==> config.mk <==
export PLATFORM = sky130hd
export DESIGN_NAME = bounce_engine
export DESIGN_NICKNAME = d
export VERILOG_FILES = /design/src/rtl/bounce_engine.sv
export SDC_FILE = /design/constraint.sdc
export NUM_CORES = 1
export LEC_CHECK = 0
export CAP_MARGIN = 10
export CORE_ASPECT_RATIO = 1.75
export CORE_MARGIN = 5
export CORE_UTILIZATION = 58
export CTS_BUF_LIST = sky130_fd_sc_hd__clkbuf_2
export DETAILED_ROUTE_END_ITERATION = 7
export PLACE_DENSITY = 0.77
export RECOVER_POWER = 100
export SKIP_CTS_REPAIR_TIMING = 1
export SLEW_MARGIN = 30
export SYNTH_ARGS = -nofsm -noshare
export SYNTH_HDL_FRONTEND = slang
export SYNTH_SLANG_ARGS = --single-unit
==> constraint.sdc <==
create_clock -name clk_pix -period 7 [get_ports clk_pix]
set_input_delay 1.4 -clock clk_pix [delete_from_list [all_inputs] [get_ports clk_pix]]
set_output_delay 1.4 -clock clk_pix [all_outputs]
set_load 0.01 [all_outputs]
==> src/rtl/bounce_engine.sv <==
// Bounce engine: N squares bouncing inside the active area. A frame pulse starts a
// pass that steps one square per clock; draw reports which squares cover (sx,sy).
module bounce_engine #(
  parameter int N         = 3,
  parameter int CORDW     = 12,
  parameter int H_RES     = 1920,
  parameter int V_RES     = 1080,
  parameter int DEF_SIZE  = 64,
  parameter int DEF_SPEED = 4
) (
  input  logic             clk_pix,
  input  logic             rst_n,
  input  logic             frame,
  input  logic             pause,
  input  logic [CORDW-1:0] sx,
  input  logic [CORDW-1:0] sy,
  input  logic             de,
  input  logic             cfg_valid,
  output logic             cfg_ready,
  input  logic [3:0]       cfg_idx,
  input  logic [CORDW-1:0] cfg_size,
  input  logic [CORDW-1:0] cfg_speed,
  output logic             cfg_err,
  output logic             busy,
  output logic             done,
  output logic [N-1:0]     hit,
  output logic [N-1:0]     draw
);

  localparam int                IDXW    = (N > 1) ? $clog2(N) : 1;
  localparam logic [IDXW-1:0]   LAST    = IDXW'(N - 1);
  localparam logic [CORDW:0]    H_LIM   = (CORDW+1)'(H_RES);
  localparam logic [CORDW:0]    V_LIM   = (CORDW+1)'(V_RES);
  localparam logic [CORDW+1:0]  MIN_LIM = (CORDW+2)'((H_RES < V_RES) ? H_RES : V_RES);

  typedef enum logic {IDLE, UPDATE} state_t;

  state_t          state, state_next;
  logic [IDXW-1:0] idx, idx_next;

  logic [CORDW-1:0] pos_x   [N];
  logic [CORDW-1:0] pos_y   [N];
  logic [CORDW-1:0] size_r  [N];
  logic [CORDW-1:0] speed_r [N];
  logic             dir_x   [N];
  logic             dir_y   [N];
  logic [CORDW:0]   end_x   [N];
  logic [CORDW:0]   end_y   [N];

  logic             ready_q;
  logic [CORDW:0]   step_x, step_y;
  logic             cfg_fire, cfg_bad;
  logic [CORDW+1:0] cfg_need;
  logic [IDXW-1:0]  cfg_sel;

  // One axis step; returns {new_dir, new_pos}. The config guard keeps limit >= speed.
  function automatic logic [CORDW:0] axis_step(input logic [CORDW-1:0] pos,
                                               input logic [CORDW-1:0] size,
                                               input logic [CORDW-1:0] speed,
                                               input logic             dir,
                                               input logic [CORDW:0]   res);
    logic [CORDW:0] lim;
    lim = res - ({1'b0, size} + {1'b0, speed});
    if ({1'b0, pos} >= lim)
      return {1'b1, pos - speed};
    else if (pos < speed)
      return {1'b0, pos + speed};
    else if (dir)
      return {1'b1, pos - speed};
    else
      return {1'b0, pos + speed};
  endfunction

  always_ff @(posedge clk_pix or negedge rst_n) begin
    if (!rst_n) begin
      state <= IDLE;
      idx   <= '0;
    end else begin
      state <= state_next;
      idx   <= idx_next;
    end
  end

  always_comb begin
    state_next = state;
    idx_next   = idx;
    case (state)
      IDLE: begin
        if (frame && !pause) begin
          state_next = UPDATE;
          idx_next   = '0;
        end
      end
      UPDATE: begin
        if (idx == LAST) begin
          state_next = IDLE;
          idx_next   = '0;
        end else begin
          idx_next = idx + 1'b1;
        end
      end
      default: begin
        state_next = IDLE;
        idx_next   = '0;
      end
    endcase
  end

  assign busy = (state == UPDATE);
  assign done = busy && (idx == LAST);

  always_comb begin
    step_x = axis_step(pos_x[idx], size_r[idx], speed_r[idx], dir_x[idx], H_LIM);
    step_y = axis_step(pos_y[idx], size_r[idx], speed_r[idx], dir_y[idx], V_LIM);
  end

  // A hit is a real reversal; a square resting at 0 and already heading right/down is not.
  always_comb begin
    hit = '0;
    if (busy)
      hit[idx] = (step_x[CORDW] != dir_x[idx]) || (step_y[CORDW] != dir_y[idx]);
  end

  assign cfg_ready = ready_q && (state == IDLE) && !frame;
  assign cfg_fire  = cfg_valid && cfg_ready;
  assign cfg_need  = {2'b00, cfg_size} + {1'b0, cfg_speed, 1'b0};
  assign cfg_bad   = ({1'b0, cfg_idx} >= 5'(N)) || (cfg_speed == '0) || (cfg_need > MIN_LIM);
  assign cfg_sel   = cfg_idx[IDXW-1:0];

  always_ff @(posedge clk_pix or negedge rst_n) begin
    if (!rst_n) begin
      for (int i = 0; i < N; i++) begin
        pos_x[i]   <= '0;
        pos_y[i]   <= '0;
        dir_x[i]   <= 1'b0;
        dir_y[i]   <= 1'b0;
        size_r[i]  <= CORDW'(DEF_SIZE);
        speed_r[i] <= CORDW'(DEF_SPEED);
      end
      cfg_err <= 1'b0;
      ready_q <= 1'b0;
    end else begin
      ready_q <= 1'b1;
      cfg_err <= cfg_fire && cfg_bad;
      if (busy) begin
        pos_x[idx] <= step_x[CORDW-1:0];
        dir_x[idx] <= step_x[CORDW];
        pos_y[idx] <= step_y[CORDW-1:0];
        dir_y[idx] <= step_y[CORDW];
      end
      if (cfg_fire && !cfg_bad) begin
        size_r[cfg_sel]  <= cfg_size;
        speed_r[cfg_sel] <= cfg_speed;
      end
    end
  end

  always_comb begin
    for (int i = 0; i < N; i++) begin
      end_x[i] = {1'b0, pos_x[i]} + {1'b0, size_r[i]};
      end_y[i] = {1'b0, pos_y[i]} + {1'b0, size_r[i]};
    end
  end

  always_ff @(posedge clk_pix or negedge rst_n) begin
    if (!rst_n) begin
      draw <= '0;
    end else begin
      for (int i = 0; i < N; i++)
        draw[i] <= de && (sx >= pos_x[i]) && ({1'b0, sx} < end_x[i]) &&
                   (sy >= pos_y[i]) && ({1'b0, sy} < end_y[i]);
    end
  end

endmodule

==> run_results.csv <==
group,metric,value,unit
run_status,outcome,"complete, but fails checks",
run_status,violated_checks,"max-capacitance violations, max-slew violations, negative setup slack",
routing,detail_route.drc_violations,0,
critical_path,critical_register_to_register_path_startpoint,"idx[0]$_DFFE_PN0P_",
synth,yosysUniqueCellTypes,80,
timing,rsz0062_at_grt,"true",
routing,detail_route.wl_per_cell,21.67,um
critical_path,timing.reg2reg.setup_slack,1.22,ns
timing,worst_pin_slew,5.028,ns
critical_path,worstPathRequired,5.60,ns
global_route,global_route_total_usage_across_every_layer,31.47,%
routing,final_antenna_net_count,0,
critical_path,rr_endpoint,"pos_x[19]$_DFFE_PN0P_",
worst_hold_path,endpoint_of_the_worst_hold_path,"dir_x[1]$_DFFE_PN0P_",
die,rows,82,
global_route,grt.overflow.total,0,
power_and_ir_drop,power_density,239.8,mW/mm2
timing,finClkSkew,0.04158,ns
global_route,grt_first_pass_wirelength,79150,um
timing,timing.final.ws_setup,-0.3198,ns
power_and_ir_drop,worst_ir_drop_on_vdd,0.0001854,V
finish,most_common_library_cell_in_the_layout_ignoring_fill_and_taps,"sky130_fd_sc_hd__ha_1",
place,place_congestion,0.9884,
synth,postSynth.asyncResetShare,100.0,%
synth,ys_warn_count,0,
die,design.portCount,68,
clock_tree,clkSinkCount,158,
critical_path,path_class,"reg -> out",
routing,initialDrtViolationCount,599,
routing,dr.pass1.iters,5,
critical_path,worstPathBufferInverterCount,3,
job,maxCapViolations,3,
routing,avgViaCountPerCell,6.148,
finish,finish.net_count,2376,
die,core,0.02852,mm2
timing,slew_headroom,-235.2,%
die,floorplan.die.height,234.1,um
global_route,grt_max_degree,94,
clock_tree,cts.htree.levels,4,
routing,highest_layer,"met4",
synth,post_synth_main_area_contributors,"sky130_fd_sc_hd__dfrtp_1, sky130_fd_sc_hd__ha_1, sky130_fd_sc_hd__mux2i_1, sky130_fd_sc_hd__o21ai_0, sky130_fd_sc_hd__a21oi_1",
timing,finalSetupViolCount,3,
synth,synth_area_per_cell,9.020,um2
worst_hold_path,worst_hold_startpoint,"dir_x[1]$_DFFE_PN0P_",
critical_path,worst_path_largest_cell_delay,0.53,ns
clock_tree,cts-root-buf,"sky130_fd_sc_hd__clkbuf_2",
finish,layout_cells_sized_above_1,14.35,%
critical_path,worst_setup_path_start_kind,"flip-flop",
finish,layout.cells.most_common_list,"sky130_fd_sc_hd__ha_1, sky130_fd_sc_hd__nand2_1, sky130_fd_sc_hd__dfrtp_1, sky130_fd_sc_hd__inv_1, sky130_fd_sc_hd__o21ai_0",
clock_tree,cts.path.max_buffers,2,
routing,drt-met1-wl,18130,um
finish,post-route-util,67.22,%
worst_hold_path,hold_path.class,"reg -> reg",
synth,synth_fp_nets,2219,
timing,timing_hold_violations_final,0,
clock_tree,inserted_clock_buffers,17,
place,dp_worst_setup_slack,-0.1896,ns
timing,finalWorstPathRequiredPeriod,7.320,ns
synth,yosysTopAreaCellShare,22.86,%
critical_path,crit_path_top_delay_cell,"sky130_fd_sc_hd__or4_4",
global_route,grt_antenna_before_repair,1,
critical_path,worstRegToRegCells,25,
routing,route.met3.wl,1997,um
clock_tree,clock_latency_on_the_worst_skew_pair,0.85,ns
synth,synth_cells,1845,
timing,max_freq,136.6,MHz
die,floorplan.initialDensity,58.35,%
place,detailedPlacementHpwl,41740,um
global_route,grt_pass1_vias,15140,
critical_path,crit_family,"compound AO/OA/AOI/OAI gates",
synth,mappedNetlistArea,0.01664,mm2
worst_hold_path,min_delay_path_depth,2,
synth,synth_edf_count,0,
synth,synth_area_leader_cell,"sky130_fd_sc_hd__dfrtp_1",
synth,ys_seq_elements,158,
clock_tree,tritoncts,"built",
critical_path,path_max_fanout,4,
die,die_w,138.0,um
timing,finalMaxSlewViolations,212,
finish,synthToLayoutAreaGrowth,15.20,%
synth,synth-seq-area-share,23.80,%
place,port_buffers,67,
die,floorplan.die_area,0.03231,mm2
routing,met2WireLength,27430,um
timing,finalCritPeriodShare,104.6,%
power_and_ir_drop,p_leak,9.222,nW
critical_path,critPathCaptureType,"output pin",
critical_path,critical_path_arrival,5.92,ns
clock_tree,worst_setup_hold_path_clk_slew,0.24,ns
routing,route.final.wire_length,51850,um
routing,via_count,14710,
synth,dominantRegCellSynth,"sky130_fd_sc_hd__dfrtp_1",
[power by group]
| part | total, mW | switching (mW) | internal, mW | leakage (nW) |
|---|---|---|---|---|
| logic | 2.81 | 1.67 | 1.15 | 6.92 |
| registers | 1.29 | 0.222 | 1.07 | 2.17 |
| clock network | 0.496 | 0.388 | 0.108 | 0.132 |
| total | 4.60 | 2.28 | 2.32 | 9.22 |
[worst max-delay path by stage]
stage,start,to,slack [ns],cells past startpoint
global route,idx[0]$_DFFE_PN0P_,hit[2],-0.60,27
finish,idx[0]$_DFFE_PN0P_,hit[1],-0.32,25
global placement,idx[0]$_DFFE_PN0P_,hit[0],0.03,23
detailed placement,idx[0]$_DFFE_PN0P_,hit[1],-0.19,22
CTS,idx[0]$_DFFE_PN0P_,hit[1],-1.18,22
floorplan,idx[0]$_DFFE_PN0P_,hit[0],0.01,28
[worst reg2reg max path, delay by kind of cell, from the launching register on]
kind | cells | cell delay (ns)
compound gates | 8 | 1.77
xor+xnor | 2 | 0.50
fa+ha+maj | 2 | 0.40
buf+inv | 3 | 0.53
flops | 1 | 0.49
mux | 3 | 0.64
simple gates | 7 | 1.30
[kinds of logic (layout without fill, tap and decap cells)]
| logic type | after synthesis | count (layout) | synth area share (%) |
|---|---|---|---|
| and+or+nand+nor | 394 | 394 | 11.46 |
| adders and majority gates | 316 | 316 | 24.30 |
| xor gates and xnor gates | 103 | 103 | 5.421 |
| muxes | 149 | 149 | 9.556 |
| buffers and inverters | 192 | 361 | 4.669 |
| DFF | 158 | 158 | 23.80 |
| AOI/OAI and AO/OA | 532 | 532 | 20.77 |
| other | 1 | 2 | 0.02253 |
[per-layer routing]
metal	track usage (%)	vias up
li1	-	6960
met1	31.28	7138
met2	60.41	410
met3	4.285	203
met4	21.08	0
met5	0	-
[synthesized netlist by cell type (all sizes together) (7+ instances only)]
cell     count
a2111oi     10
a211oi      22
a21o        56
a21oi      126
a31oi        8
and2         7
buf         16
clkbuf      33
dfrtp      152
fa          12
ha         304
inv        143
mux2        76
mux2i       73
nand2      159
nand2b      29
nand3       12
nand4        7
nor2        86
nor2b       25
nor3        30
nor4         7
o2111ai      9
o211ai      17
o21a        37
o21ai      163
o21bai      38
or3          8
xnor2       63
xor2        40
[metrics by stage]
step | std cells | total power, mW | hold slack (ns) | setup TNS, ns | area (um2)
3_3_place_gp | 2341 | 3.874 | 0.4635 | 0 | 18360
3_5_place_dp | 2341 | 3.971 | 0.4752 | -0.5462 | 18360
2_1_floorplan | 1845 | 3.081 | 0.4492 | 0 | 16690
6_report | 2393 | 4.598 | 0.5200 | -0.9307 | 19170
4_1_cts | 2372 | 4.479 | 0.5217 | -3.519 | 18570
5_1_grt | 2393 | 4.967 | 0.5551 | -1.793 | 19170
[cell type report]
type,instances,area (um2)
Antenna cell,1,2.502
Sequential cell,158,3963
Clock buffer,17,85.08
Multi-Input combinational cell,1495,12350
Clock inverter,14,130.1
Timing Repair Buffer,187,1632
Inverter,143,536.8
Fill cell,2349,9350
Tap cell,378,473.0
[sequential cells by signal (all words and copies together) (netlist names), 2 cells and up]
signal and cells:
dir_x 3, dir_y 3, draw 3, idx 2, pos_x 36, pos_y 36, size_r 36, speed_r 36
Power figures use the tool's default switching activity.
